`config.mk`:
```
export PLATFORM = sky130hd
export DESIGN_NAME = dram_burst_adapter
export DESIGN_NICKNAME = d
export VERILOG_FILES = /design/src/rtl/dram_burst_adapter.sv
export SDC_FILE = /design/constraint.sdc
export NUM_CORES = 2
export LEC_CHECK = 0
export BUFFER_PORTS_ARGS = -buffer_cell sky130_fd_sc_hd__buf_2
export CELL_PAD_IN_SITES_DETAIL_PLACEMENT = 1
export CELL_PAD_IN_SITES_GLOBAL_PLACEMENT = 2
export CORE_AREA = 2 2 407 409
export DETAILED_ROUTE_END_ITERATION = 16
export DIE_AREA = 0 0 409 411
export MAX_ROUTING_LAYER = met4
export PLACE_DENSITY = 0.56
export SLEW_MARGIN = 20
export SYNTH_ARGS = -nofsm -noshare
export SYNTH_HDL_FRONTEND = slang
export SYNTH_SLANG_ARGS = --single-unit
```
`constraint.sdc`:
```
create_clock -name dram_clk -period 7.8 [get_ports dram_clk]
set_clock_uncertainty 0.05 [all_clocks]
set_input_delay 1.56 -clock dram_clk [delete_from_list [all_inputs] [get_ports dram_clk]]
set_output_delay 1.56 -clock dram_clk [all_outputs]
set_load 0.02 [all_outputs]
```
`src/rtl/dram_burst_adapter.sv`:
```
// rtl/dram_burst_adapter.sv - 288-bit user request to two-beat DRAM burst adapter
//
// Turns single-cycle 288-bit user requests into the controller's two-beat
// burst. The command cycle carries the low 144 bits and the next cycle carries
// the high 144 bits. Two returned 144-bit read beats are reassembled into one
// 288-bit response. Reads in flight are bounded by MAX_OUTSTANDING_RD.
//
// Optional feature macro: DRAM_BURST_ADAPTER_STATS_EN (burst statistics counters)
//
// Ports:
//   dram_clk, dram_rst        clock, synchronous active-high reset
//   usr_cmd_valid/ready       user request handshake
//   usr_cmd_rnw, usr_cmd_addr request type (1=read) and burst address
//   usr_wr_data, usr_wr_be    288-bit write data / 36 byte enables ({beat1, beat0})
//   usr_rd_data, usr_rd_valid reassembled read data ({beat1, beat0}), 1-cycle strobe
//   rd_err                    sticky: read beat arrived with no read outstanding
//   dram_cmd_*                command, address and write beats to the controller
//   dram_wr_data, dram_wr_be  write beat to the controller
//   dram_rd_data/valid        read beats from the controller
//   dram_ready                controller back-pressure
//   stat_wr_cnt, stat_rd_cnt  issued write/read burst counters (0 when stats disabled)

module dram_burst_adapter #(
  parameter int MAX_OUTSTANDING_RD = 32,
  parameter int ADDR_WIDTH         = 32
) (
  input  logic                  dram_clk,
  input  logic                  dram_rst,
  input  logic                  usr_cmd_valid,
  output logic                  usr_cmd_ready,
  input  logic                  usr_cmd_rnw,
  input  logic [ADDR_WIDTH-1:0] usr_cmd_addr,
  input  logic [287:0]          usr_wr_data,
  input  logic [35:0]           usr_wr_be,
  output logic [287:0]          usr_rd_data,
  output logic                  usr_rd_valid,
  output logic                  rd_err,
  output logic [31:0]           dram_cmd_addr,
  output logic                  dram_cmd_rnw,
  output logic                  dram_cmd_valid,
  output logic [143:0]          dram_wr_data,
  output logic [17:0]           dram_wr_be,
  input  logic [143:0]          dram_rd_data,
  input  logic                  dram_rd_valid,
  input  logic                  dram_ready,
  output logic [31:0]           stat_wr_cnt,
  output logic [31:0]           stat_rd_cnt
);

  typedef enum logic [1:0] {
    IDLE  = 2'd0,
    BEAT0 = 2'd1,
    BEAT1 = 2'd2
  } state_t;

  localparam logic [7:0] MAX_RD = 8'(MAX_OUTSTANDING_RD);

  state_t       state;
  state_t       state_next;

  logic [7:0]   rd_outstanding;
  logic         rd_toggle;
  logic [143:0] rd_low;
  logic [143:0] wr_data_hi;
  logic [17:0]  wr_be_hi;
  logic [31:0]  addr_ext;
  logic         issue_slot;
  logic         rd_full;
  logic         accept;
  logic         rd_inc;
  logic         rd_dec;

  // A new command may only start where the previous burst's second beat
  // is on the bus (or nothing is), so bursts issue at most every 2 cycles.
  assign issue_slot    = (state == IDLE) || (state == BEAT1);
  assign rd_full       = (rd_outstanding == MAX_RD);
  assign usr_cmd_ready = issue_slot && dram_ready && !(usr_cmd_rnw && rd_full);
  assign accept        = usr_cmd_valid && usr_cmd_ready;

  always_comb begin
    addr_ext                 = '0;
    addr_ext[ADDR_WIDTH-1:0] = usr_cmd_addr;
  end

  // ---------------------------------------------------------------- FSM
  always_ff @(posedge dram_clk) begin
    if (dram_rst) begin
      state <= IDLE;
    end else begin
      state <= state_next;
    end
  end

  always_comb begin
    state_next = state;
    case (state)
      IDLE:    if (accept) state_next = BEAT0;
      BEAT0:   state_next = BEAT1;
      BEAT1:   state_next = accept ? BEAT0 : IDLE;
      default: state_next = IDLE;
    endcase
  end

  // ------------------------------------------------------ command datapath
  // Outputs are registered alongside the state, so the values loaded here
  // appear in the cycle whose state they belong to.
  always_ff @(posedge dram_clk) begin
    if (dram_rst) begin
      dram_cmd_valid <= 1'b0;
      dram_cmd_addr  <= '0;
      dram_cmd_rnw   <= 1'b0;
      dram_wr_data   <= '0;
      dram_wr_be     <= '0;
      wr_data_hi     <= '0;
      wr_be_hi       <= '0;
    end else if (accept) begin
      dram_cmd_valid <= 1'b1;
      dram_cmd_addr  <= addr_ext;
      dram_cmd_rnw   <= usr_cmd_rnw;
      dram_wr_data   <= usr_wr_data[143:0];
      dram_wr_be     <= usr_wr_be[17:0];
      wr_data_hi     <= usr_wr_data[287:144];
      wr_be_hi       <= usr_wr_be[35:18];
    end else if (state == BEAT0) begin
      // Second beat: address and rnw stay on the bus unchanged.
      dram_cmd_valid <= 1'b0;
      dram_wr_data   <= wr_data_hi;
      dram_wr_be     <= wr_be_hi;
    end else begin
      // Heading to (or staying in) IDLE: data is left as-is, strobes cleared.
      dram_cmd_valid <= 1'b0;
      dram_wr_be     <= '0;
    end
  end

  // ------------------------------------------------------ read reassembly
  always_ff @(posedge dram_clk) begin
    if (dram_rst) begin
      rd_toggle    <= 1'b0;
      rd_low       <= '0;
      usr_rd_data  <= '0;
      usr_rd_valid <= 1'b0;
      rd_err       <= 1'b0;
    end else begin
      usr_rd_valid <= 1'b0;
      if (dram_rd_valid) begin
        if (rd_toggle) begin
          usr_rd_data  <= {dram_rd_data, rd_low};
          usr_rd_valid <= 1'b1;
          rd_toggle    <= 1'b0;
        end else if (rd_outstanding == 8'd0) begin
          // Stray beat: nothing asked for it, so drop it and flag.
          rd_err <= 1'b1;
        end else begin
          rd_low    <= dram_rd_data;
          rd_toggle <= 1'b1;
        end
      end
    end
  end

  // A read stays outstanding until its reassembled response is presented.
  assign rd_inc = accept && usr_cmd_rnw;
  assign rd_dec = usr_rd_valid;

  always_ff @(posedge dram_clk) begin
    if (dram_rst) begin
      rd_outstanding <= 8'd0;
    end else begin
      case ({rd_inc, rd_dec})
        2'b10:   rd_outstanding <= rd_outstanding + 8'd1;
        2'b01:   rd_outstanding <= rd_outstanding - 8'd1;
        default: rd_outstanding <= rd_outstanding;
      endcase
    end
  end

  // ------------------------------------------------------ statistics
`ifdef DRAM_BURST_ADAPTER_STATS_EN
  // Counted in the command cycle, where dram_cmd_rnw belongs to this burst.
  always_ff @(posedge dram_clk) begin
    if (dram_rst) begin
      stat_wr_cnt <= '0;
      stat_rd_cnt <= '0;
    end else if (state == BEAT0) begin
      if (dram_cmd_rnw) begin
        stat_rd_cnt <= stat_rd_cnt + 32'd1;
      end else begin
        stat_wr_cnt <= stat_wr_cnt + 32'd1;
      end
    end
  end
`else
  assign stat_wr_cnt = '0;
  assign stat_rd_cnt = '0;
`endif

endmodule
```
==> impl_metrics.toml <==
[flow_run]
maxCapViolCount = 0

[timing]
setup_viol_count_final = 0
tns_ps = 0
maxSlewViolCount = 0
hold_viol = 0
worst_pin_slew_ps = 1240
rsz0062_at_grt = "no"
max_clock_freq_mhz = 234
post-route-period-util_pct = 54.8
period_minus_slack_ps = 4280
slew_headroom_pct = 17.6

[route]
drt_drc_violations_left = 0
drtIter0Drc = 1447
num_vias = 28500
ant_nets = 0
viasPerCell = 4.15
wire_per_inst_um = 20.6
wl_um = 142000
dr.pass1.iters = 5

[floorplan]
die_area_um2 = 168000
die_h_um = 411
rows = 149
io_pins = 1057
core_area_um2 = 164000
initial_core_util_pct = 18.0
die_w_um = 409

[finish]
layout_commonest_cell = "nand2_1"
drive_gt1_share_pct = 25.6
post-route-util_pct = 24.1
area_growth_pct = 34.1
mostFrequentLayoutCells = "1,549 x nand2_1, 991 x buf_2, 803 x dfxtp_1, 636 x a21oi_1, 177 x nor2_1"
nets = 5089

[clocking]
cts_root_buffer = "clkbuf_16"
cts_tree = "yes"
h-tree-depth = 3
postCtsSetupBuffers = 0
cts_buffer_depth = 3
post_cts_resize_count = 0
hold_buffers = 0
cts_made_buffers = 101
cts.sinks = 803
clkTransAtPathRegs_ps = 80
clock_latency_ps = 730

[global_routing]
grtUsageTotal_pct = 16.6
grt_max_degree = 213
antenna_found_initial = 56
grt_pass1_vias = 28500
grt_pass1_wl_um = 203000
grt_overflow_total = 0

[min_path]
hold_path.class = "reg -> reg"
holdPathStages = 2
hold_path_end = "usr_rd_data[14]"
worstHoldStart = "rd_low[14]"

[logic_synthesis]
syn-instance-count = 3758
ys_types = 46
syn_area_um2 = 29400
synth-seq-cells = 803
yosysSeqAreaShare_pct = 54.6
avgSynthCellArea_um2 = 7.84
ys.warnings.count = 0

[worst_setup_path]
cpPeakStageDelay_ps = 620
crit_required_ps = 8380
reg2reg_to = "rd_outstanding[4]"
crit_fanout = 29
cp_slowest_cell = "ha_1"
startpoint_type = "flip-flop"
crit_type = "reg -> reg"
regToRegSetupSlack_ps = 3520
worstPathCellList = "nor3_2 > nand2_1 > o2111a_4 > nand2_1 > ha_1 > xor2_1 > ha_1 > or3_1 > a21oi_1 > o21ai_0 > a21oi_1 > mux2_2"
reg2reg_from = "rd_outstanding[3]"
arrival_ps = 4850
reg2reg_depth = 12
cp-end-kind = "flip-flop"

[pwr]
switching_share_pct = 26.5
power.switching_mw = 2.66
pwr-share-clk_pct = 48.5
cellLeakagePower_nw = 15.8
power_frac_comb_pct = 8.4
p_int_mw = 7.37
ir_drop_v = 0.000167
pwr-share-seq_pct = 43.1
p_per_area_nw_per_um2 = 254

[run_status]
outcome = "finished clean"

[placement]
place.gp.congestion = 0.779
hpwl_um = 99500
port_buffers = 992
## routing by layer
metal,vias up,wire length [um],global-route usage (%)
li1,13900,-,-
met3,179,11900,5.94
met4,0,2650,3.92
met1,13700,63500,20.9
met2,762,63600,25.2
met5,-,0,-
## stage by stage
step	setup WS [ps]	instance area [um2]	cells	hold WS, ps	power [mW]
final	3520	39500	6876	358	10.0
after global routing	3190	39500	6870	386	10.5
after CTS	3470	39400	6846	335	10.2
after detailed placement	2820	36000	6666	393	5.27
after global placement	2790	36000	6666	389	5.26
after floorplan	3240	29700	3821	382	4.87
## state kept, by name (all words and copies together), names as in the netlist
signal          cells
wr_data_hi        144
dram_wr_be         18
rd_toggle           1
rd_low            144
dram_cmd_rnw        1
dram_cmd_valid      1
dram_cmd_addr      32
usr_rd_data       288
dram_wr_data      144
wr_be_hi           18
state               2
usr_rd_valid        1
rd_err              1
rd_outstanding      8
## final cells by class
class	instances	area, um2
flip-flops and latches	803	16100
repair buffers	1023	5320
clock inverters	18	295
clock buffers	162	3150
diodes	30	75.1
multi-input cells	2650	11800
fillers	19800	124000
well taps	2189	2740
inverters	1	3.75
## Yosys cell counts, drive strengths merged
cell type     n  area (um2)
buf         163        1040
nand4b        1        8.76
nor3          3        20.0
o2111a        1        11.3
a22oi        18         135
nand4         1        6.26
o21ba         1        10.0
a21o          1        7.51
inv           1        3.75
and4b         1        10.0
and3          1        6.26
a21oi       636        3180
nor4          1        12.5
nand3b        2        15.0
o21a          2        15.0
nor4bb        1        10.0
dfxtp       803       16100
o21ai         5        28.8
ha            3        37.5
mux2i         2        20.0
nand2      1550        5820
conb          1        3.75
o211ai        1        7.51
o22ai         1        6.26
a21boi        1        7.51
a311oi      144        1260
clkbuf      204         766
nor2b         4        25.0
a221oi        1        8.76
nand2b        5        31.3
xor2          5        43.8
and2          2        12.5
o211a         1        10.0
or3           4        25.0
mux2          2        22.5
nor2        178         668
a211oi        1        7.51
o31ai         3        22.5
o2111ai       1        26.3
o41a          1        11.3
a31oi         1        6.26
## worst max-delay path: cells and delay by family (launching register included)
family                   cells  cell delay, ps
adder cells (fa/ha/maj)      2             860
AO/OA/AOI/OAI                4            1160
AND/OR/NAND/NOR              4            1200
XOR/XNOR                     1             150
multiplexers                 1             340
flip-flops                   1             410
## power by group through the flow
stage          combinational, mW  sequential, mW  clock, mW
5_1_grt                    0.928            4.34       5.21
4_1_cts                    0.861            4.32       5.06
6_report                   0.841            4.32       4.87
3_3_place_gp               0.856            4.41          0
3_5_place_dp               0.859            4.41          0
2_1_floorplan              0.390            4.48          0
## logic make-up (layout without fill, tap and decap cells)
| family | after synthesis | count (layout) | share of synthesized area, % |
|---|---|---|---|
| buf+inv | 368 | 1204 | 6.15 |
| other cells | 1 | 94 | 0.0127 |
| fa+ha+maj | 3 | 3 | 0.127 |
| compound gates | 820 | 820 | 16.2 |
| xor+xnor | 5 | 5 | 0.149 |
| flops | 803 | 803 | 54.6 |
| mux | 4 | 4 | 0.144 |
| simple gates | 1754 | 1754 | 22.6 |
## worst max-delay path by stage
stage          cells past startpoint         startpoint  slack, ps                end
2_1_floorplan                     15        usr_cmd_rnw       3240  rd_outstanding[4]
3_3_place_gp                      12        usr_cmd_rnw       2790  rd_outstanding[4]
3_5_place_dp                      12        usr_cmd_rnw       2820  rd_outstanding[4]
4_1_cts                           12  rd_outstanding[0]       3470  rd_outstanding[4]
5_1_grt                           12  rd_outstanding[3]       3190  rd_outstanding[4]
6_report                          12  rd_outstanding[3]       3520  rd_outstanding[4]
No activity file was read; power rests on OpenSTA's default activity.
